==> config.mk <==
export PLATFORM = sky130hd
export DESIGN_NAME = ctrl_seq
export DESIGN_NICKNAME = d
export VERILOG_FILES = /design/src/rtl/ctrl_seq.sv
export SDC_FILE = /design/constraint.sdc
export NUM_CORES = 1
export LEC_CHECK = 0
export ABC_AREA = 1
export CAP_MARGIN = 40
export CORE_MARGIN = 4
export CORE_UTILIZATION = 52
export CTS_CLUSTER_SIZE = 8
export DETAILED_ROUTE_END_ITERATION = 8
export PLACE_DENSITY = 0.89
export SLEW_MARGIN = 20
export SYNTH_ARGS = -nofsm -noshare
export SYNTH_HDL_FRONTEND = slang
export SYNTH_SLANG_ARGS = --single-unit
export TNS_END_PERCENT = 30
==> constraint.sdc <==
create_clock -name clk -period 2.2 [get_ports clk]
set_input_delay 0.55 -clock clk [delete_from_list [all_inputs] [get_ports clk]]
set_output_delay 0.55 -clock clk [all_outputs]
set_load 0.005 [all_outputs]
==> src/rtl/ctrl_seq.sv <==
// Multi-cycle control sequencer for the 8-bit core: fetch, decode, execute, memory, write-back.
// Optional feature: define CTRL_TIMEOUT_EN for the imem/dmem ack timeout and err flag.
package ctrl_seq_pkg;
    localparam logic [4:0] kADD = 5'd0;
    localparam logic [4:0] kSUB = 5'd1;
    localparam logic [4:0] kAND = 5'd2;
    localparam logic [4:0] kXOR = 5'd3;
    localparam logic [4:0] kSLL = 5'd4;
    localparam logic [4:0] kSRL = 5'd5;
    localparam logic [4:0] kMOV = 5'd6;
    localparam logic [4:0] kCMP = 5'd7;
    localparam logic [4:0] kBE  = 5'd8;
    localparam logic [4:0] kBL  = 5'd9;
    localparam logic [4:0] kBG  = 5'd10;
    localparam logic [4:0] kBA  = 5'd11;
    localparam logic [4:0] kLD  = 5'd12;
    localparam logic [4:0] kST  = 5'd13;
    localparam logic [8:0] kHALT_WORD = 9'h1FF;
endpackage

module ctrl_seq
    import ctrl_seq_pkg::*;
#(
    parameter int PC_W = 8
`ifdef CTRL_TIMEOUT_EN
    , parameter int TIMEOUT = 255
`endif
) (
    input  logic            clk,
    input  logic            rst_n,
    input  logic            start,
    output logic            imem_req,
    input  logic            imem_ack,
    input  logic [8:0]      imem_data,
    output logic [PC_W-1:0] pc,
    output logic [4:0]      alu_op,
    input  logic            alu_co,
    input  logic            alu_lt,
    input  logic            alu_z,
    output logic [1:0]      rf_raddr_a,
    output logic [1:0]      rf_raddr_b,
    output logic            rf_we,
    output logic [1:0]      rf_waddr,
    output logic            rf_wsel,
    output logic            dmem_req,
    output logic            dmem_we,
    input  logic            dmem_ack,
    output logic            busy,
    output logic            done,
    output logic            err
);

    typedef enum logic [2:0] {
        S_IDLE, S_FETCH, S_DECODE, S_EXEC, S_MEM, S_WB, S_HALT
    } state_t;

    state_t state_q, state_d;
    logic [PC_W-1:0] pc_q, pc_d;
    logic [8:0] instr_q, instr_d;
    logic co_q, co_d, lt_q, lt_d, z_q, z_d;
    logic imem_req_q, imem_req_d;
    logic dmem_req_q, dmem_req_d;
    logic dmem_we_q, dmem_we_d;
    logic rf_we_q, rf_we_d;
    logic rf_wsel_q, rf_wsel_d;
    logic busy_q, busy_d;
    logic done_q, done_d;
    logic [4:0] alu_op_q, alu_op_d;

`ifdef CTRL_TIMEOUT_EN
    localparam int TW = $clog2(TIMEOUT + 1);
    logic [TW-1:0] wait_q, wait_d;
    logic err_q, err_d;
`endif

    logic [4:0] op, op_n;
    logic [PC_W-1:0] pc_inc, pc_br;

    assign op     = instr_q[8:4];
    assign op_n   = instr_d[8:4];
    assign pc_inc = pc_q + 1'b1;
    assign pc_br  = pc_q + {{(PC_W-4){instr_q[3]}}, instr_q[3:0]};

    function automatic logic is_wr(input logic [4:0] o);
        return (o == kADD) || (o == kSUB) || (o == kAND) || (o == kXOR) ||
               (o == kSLL) || (o == kSRL) || (o == kMOV);
    endfunction

    always_comb begin
        state_d = state_q;
        pc_d    = pc_q;
        instr_d = instr_q;
        co_d    = co_q;
        lt_d    = lt_q;
        z_d     = z_q;
`ifdef CTRL_TIMEOUT_EN
        err_d   = err_q;
        wait_d  = '0;
`endif
        unique case (state_q)
            S_IDLE, S_HALT: begin
                if (start) begin
                    state_d = S_FETCH;
                    pc_d    = '0;
`ifdef CTRL_TIMEOUT_EN
                    err_d   = 1'b0;
`endif
                end
            end
            S_FETCH: begin
                if (imem_ack) begin
                    instr_d = imem_data;
                    state_d = S_DECODE;
                end
            end
            S_DECODE: state_d = S_EXEC;
            S_EXEC: begin
                state_d = S_FETCH;
                pc_d    = pc_inc;
                if (instr_q == kHALT_WORD) begin
                    state_d = S_HALT;
                    pc_d    = pc_q;
                end else begin
                    case (op)
                        kADD: co_d = alu_co;
                        kCMP: begin
                            z_d  = alu_z;
                            lt_d = alu_lt;
                        end
                        kBE: if (z_q) pc_d = pc_br;
                        kBL: if (lt_q) pc_d = pc_br;
                        kBG: if (!lt_q && !z_q) pc_d = pc_br;
                        kBA: pc_d = pc_br;
                        kLD, kST: begin
                            state_d = S_MEM;
                            pc_d    = pc_q;
                        end
                        default: ;
                    endcase
                end
            end
            S_MEM: begin
                if (dmem_ack) begin
                    if (op == kST) begin
                        state_d = S_FETCH;
                        pc_d    = pc_inc;
                    end else begin
                        state_d = S_WB;
                    end
                end
            end
            S_WB: begin
                state_d = S_FETCH;
                pc_d    = pc_inc;
            end
            default: state_d = S_IDLE;
        endcase
`ifdef CTRL_TIMEOUT_EN
        // Counter restarts on every state entry and on every ack.
        if ((state_q == S_FETCH && !imem_ack) ||
            (state_q == S_MEM && !dmem_ack)) begin
            if (wait_q == TW'(TIMEOUT - 1)) begin
                state_d = S_HALT;
                err_d   = 1'b1;
            end else begin
                wait_d = wait_q + 1'b1;
            end
        end
`endif
        // Outputs are registered, so derive them from the next state.
        imem_req_d = (state_d == S_FETCH);
        dmem_req_d = (state_d == S_MEM);
        dmem_we_d  = (state_d == S_MEM) && (op_n == kST);
        rf_we_d    = ((state_d == S_EXEC) && is_wr(op_n)) ||
                     (state_d == S_WB);
        rf_wsel_d  = (state_d == S_WB);
        alu_op_d   = (state_d == S_EXEC) ? op_n : kMOV;
        busy_d     = (state_d != S_IDLE) && (state_d != S_HALT);
        done_d     = (state_d == S_HALT);
    end

    always_ff @(posedge clk or negedge rst_n) begin
        if (!rst_n) begin
            state_q    <= S_IDLE;
            pc_q       <= '0;
            instr_q    <= '0;
            co_q       <= 1'b0;
            lt_q       <= 1'b0;
            z_q        <= 1'b0;
            imem_req_q <= 1'b0;
            dmem_req_q <= 1'b0;
            dmem_we_q  <= 1'b0;
            rf_we_q    <= 1'b0;
            rf_wsel_q  <= 1'b0;
            alu_op_q   <= kMOV;
            busy_q     <= 1'b0;
            done_q     <= 1'b0;
`ifdef CTRL_TIMEOUT_EN
            wait_q     <= '0;
            err_q      <= 1'b0;
`endif
        end else begin
            state_q    <= state_d;
            pc_q       <= pc_d;
            instr_q    <= instr_d;
            co_q       <= co_d;
            lt_q       <= lt_d;
            z_q        <= z_d;
            imem_req_q <= imem_req_d;
            dmem_req_q <= dmem_req_d;
            dmem_we_q  <= dmem_we_d;
            rf_we_q    <= rf_we_d;
            rf_wsel_q  <= rf_wsel_d;
            alu_op_q   <= alu_op_d;
            busy_q     <= busy_d;
            done_q     <= done_d;
`ifdef CTRL_TIMEOUT_EN
            wait_q     <= wait_d;
            err_q      <= err_d;
`endif
        end
    end

    assign imem_req   = imem_req_q;
    assign pc         = pc_q;
    assign alu_op     = alu_op_q;
    assign rf_raddr_a = instr_q[3:2];
    assign rf_raddr_b = instr_q[1:0];
    assign rf_waddr   = instr_q[3:2];
    assign rf_we      = rf_we_q;
    assign rf_wsel    = rf_wsel_q;
    assign dmem_req   = dmem_req_q;
    assign dmem_we    = dmem_we_q;
    assign busy       = busy_q;
    assign done       = done_q;
`ifdef CTRL_TIMEOUT_EN
    assign err        = err_q;
`else
    assign err        = 1'b0;
`endif

endmodule
==> flow_summary_export.csv <==
group,metric,value,unit
status,status,"finished, final reports clean",
routing,first_pass_iters,4,
finish,finish.net_count,403,
die,placement_rows,24,
placed_design,placed_cells,421,
setup_path,critical_path_class,"reg -> reg",
sta,layout_min_cycle_time,1990,ps
min_path,worst_hold_path_type,"reg -> reg",
die,core_area,4380,um^2
clock_tree,postCtsSetupBuffers,0,
finish,layout-area-overhead-vs-synth,21.9,%
synthesis,synth_flop_cell,"sky130_fd_sc_hd__dfrtp_1",
routing,wirelength_met1,2270,um
grt,maximum_number_of_pins_on_one_net_before_global_route_repair,35,
synthesis,synth_compound_gate_area_share,5.76,%
pwr,internal-power,2.13,mW
setup_path,crit-reg2reg-launch,"pc[0]",
synthesis,synthCells,334,
synthesis,post-synth-top-area-cell,"sky130_fd_sc_hd__dfrtp_1",
synthesis,synth-warning-count,0,
pwr,power_dissipated_by_switching_net_loads,1.83,mW
setup_path,worst_setup_path_startpoint,"pc[0]",
pwr,power_frac_seq,29.1,%
grt,grt_total_ovfl,0,
die,die_area,5700,um^2
die,start_util,54.1,%
sta,fin_worst_skew,5.47,ps
clock_tree,cts_root_buf,"sky130_fd_sc_hd__clkbuf_8",
synthesis,synth_seq_cells,34,
clock_tree,clk_transition_reported_paths,70,ps
synthesis,average_instance_area_after_synthesis,7.10,um^2
placed_design,place.detailed.hpwl,4150,um
pwr,power.ir.vdd_worst,0.674,mV
die,die_w,75.5,um
synthesis,synth_fa_ha_area_share,5.60,%
setup_path,crit_path_start_kind,"register",
clock_tree,ctsHoldBuffers,0,
clock_tree,cts_buffer_depth,2,
synthesis,synthesis.nets,361,
routing,met2_routed_length,2610,um
min_path,timing.hold.worst.start,"lt_q",
synthesis,synthTopCellsByArea,"sky130_fd_sc_hd__dfrtp_1, sky130_fd_sc_hd__nand2_1, sky130_fd_sc_hd__nor2_1",
clock_tree,tritoncts,"done",
routing,post_route_antenna_net_violation_count,0,
sta,fmax,0.503,GHz
sta,fin_crit_sh,90.4,%
pwr,power.switching_fraction,46.3,%
grt,global_route.usage.total,21.2,%
synthesis,dominant_combinational_cell_family_by_area_after_synthesis,"simple AND/OR/NAND/NOR gates",
synthesis,share_of_synthesized_registers_carrying_an_async_set_or_reset,100,%
pwr,static-leakage-power,1.48,nW
finish,final_layout_size_suffix_gt1_share,10.3,%
routing,post-route-drc-count,0,
placed_design,place_area,2790,um^2
synthesis,ys_types,32,
routing,wl_met3,341,um
synthesis,synth_top_cells_by_count,"sky130_fd_sc_hd__nand2_1, sky130_fd_sc_hd__nor2_1, sky130_fd_sc_hd__inv_1",
setup_path,worst-endpoint-required,2370,ps
sta,timing.final.max_slew_violations,0,
synthesis,ys_seq_area_share,36.0,%
synthesis,synth_xor_xnor_area_share,1.85,%
finish,design_area,2890,um^2
placed_design,routabilityCongestion,0.852,
synthesis,synth_enable_flop_cells,0,
grt,global_route_wire_length_before_repair,9400,um
placed_design,io_buffers,41,
synthesis,multiplexer_share_of_the_synthesized_area,1.90,%
routing,drt-initial-drc-count,140,
clock_tree,post_cts.resized_instances,0,
synthesis,post_synth_and_or_nand_nor_area_fraction,37.4,%
sta,final_hold_viol_count,0,
routing,vias_per_cell,5.28,
finish,n_antenna_cell,0,
setup_path,crit_path_end_kind,"register",
synthesis,mappedNetlistArea,2370,um^2
setup_path,rrSetupSlack,210,ps
clock_tree,cts_max_level,2,
clock_tree,cts_inserted_buffers,5,
grt,antenna_found_initial,0,
routing,detail_route.wirelength,5310,um
pwr,power.share.combinational,58.7,%
clock_tree,clock_sink_count,34,
synthesis,synth.most_common_cell,"sky130_fd_sc_hd__nand2_1",
routing,dr_total_vias,2267,
finish,layout.core_utilization,65.9,%
pwr,power.density,1370,nW/um^2
clock_tree,clock_insertion_delay_at_the_later_pin_of_the_skew_report,290,ps
synthesis,fraction_of_post_synthesis_cell_area_in_the_top_cell_type_by_area,33.8,%
pwr,share_clk_of_total_power,12.2,%
routing,top_layer_used,"met4",
sta,setup_viol,0,
grt,number_of_global_route_vias_before_repair,2247,
sta,setup_repair_after_global_routing_missed_its_margin,"false",
routing,detail_route.wl_per_cell,12.4,um
finish,layout.cells.non_filler,429,
die,die_height,75.5,um
sta,hold_ws,594,ps
flow_run,timing.max_cap.violations,0,
setup_path,critical_path_arrival,2160,ps
finish,final.fill_count,388,
setup_path,cp_max_fo,7,
sta,setup-tns-final,0,ps
die,pin_count,44,
final timing paths:
check	to	cells past startpoint
min in group asynchronous	rf_we	2
max reg2reg	pc[4]	9
min reg2reg	lt_q	2
min	lt_q	2
max	pc[4]	9
max in group asynchronous	alu_op[2]	2
cell families after synthesis:
logic type | after synthesis
and+or+nand+nor | 196
buffers and inverters | 59
DFF | 34
AOI/OAI and AO/OA | 25
adders and majority gates | 10
xor gates and xnor gates | 5
muxes | 4
other | 1
layout make-up:
class / count / area, um^2 / share of cell area (%)
clock buffers: 6 / 82.6 / 2.86
clock inverters: 2 / 12.5 / 0.433
inverters: 50 / 193 / 6.67
multi-input cells: 241 / 1250 / 43.2
flip-flops and latches: 34 / 853 / 29.5
well taps: 52 / 65.1 / 2.25
repair buffers: 44 / 433 / 15.0
through the flow:
| step | worst slack (ps) | power, mW |
|---|---|---|
| 2_1_floorplan | 373 | 2.78 |
| 3_3_place_gp | 202 | 3.39 |
| 3_5_place_dp | 118 | 3.47 |
| 4_1_cts | 216 | 3.97 |
| 5_1_grt | 90.1 | 4.37 |
| 6_report | 211 | 3.96 |
worst max-delay path, stage by stage (launching register included):
cell,delay (ps)
sky130_fd_sc_hd__dfrtp_1,460
sky130_fd_sc_hd__ha_1,280
sky130_fd_sc_hd__fa_1,430
sky130_fd_sc_hd__nand3_1,110
sky130_fd_sc_hd__nand2_1,70
sky130_fd_sc_hd__or2_2,270
sky130_fd_sc_hd__nand3_1,80
sky130_fd_sc_hd__nand2_1,60
sky130_fd_sc_hd__nand2_1,50
sky130_fd_sc_hd__a21oi_1,50
layer usage:
metal,global-route usage (%),vias up
li1,-,1142
met1,25.2,1047
met2,38.1,66
met3,4.62,12
met4,6.80,0
met5,0,-
sequential cells by signal (all words and copies together), names as in the netlist:
signal    flops
alu_op        5
busy          1
dmem_req      1
dmem_we       1
done          1
imem_req      1
instr_q       9
lt_q          1
pc            8
rf_we         1
rf_wsel       1
state_q       3
z_q           1
power groups by stage:
stage                     combinational, mW  sequential (mW)  clock [mW]
after floorplan                        1.67             1.10           0
after global placement                 2.24             1.15           0
after detailed placement               2.31             1.16           0
after CTS                              2.33             1.15       0.490
after global routing                   2.65             1.20       0.518
final                                  2.32             1.15       0.481
cells in the final DEF (no fill, tap or decap), types with 2 or more instances in the layout:
master,n
sky130_fd_sc_hd__dfstp_2,2
sky130_fd_sc_hd__nand3_1,35
sky130_fd_sc_hd__inv_1,46
sky130_fd_sc_hd__o21ai_0,4
sky130_fd_sc_hd__o21ai_1,3
sky130_fd_sc_hd__dfrtp_1,32
sky130_fd_sc_hd__nor2_4,2
sky130_fd_sc_hd__nand2_1,81
sky130_fd_sc_hd__clkdlybuf4s50_1,41
sky130_fd_sc_hd__nand3_2,2
sky130_fd_sc_hd__a21oi_1,14
sky130_fd_sc_hd__nand3b_1,2
sky130_fd_sc_hd__xor2_1,4
sky130_fd_sc_hd__nor3_1,4
sky130_fd_sc_hd__buf_4,3
sky130_fd_sc_hd__nand2_4,2
sky130_fd_sc_hd__mux2_2,4
sky130_fd_sc_hd__inv_2,3
sky130_fd_sc_hd__nand4_1,11
sky130_fd_sc_hd__nor2_2,5
sky130_fd_sc_hd__ha_1,9
sky130_fd_sc_hd__clkbuf_8,6
sky130_fd_sc_hd__nor2_1,47
sky130_fd_sc_hd__nand2_2,3
sky130_fd_sc_hd__or2_2,2
(Power assumes the default switching activity.)
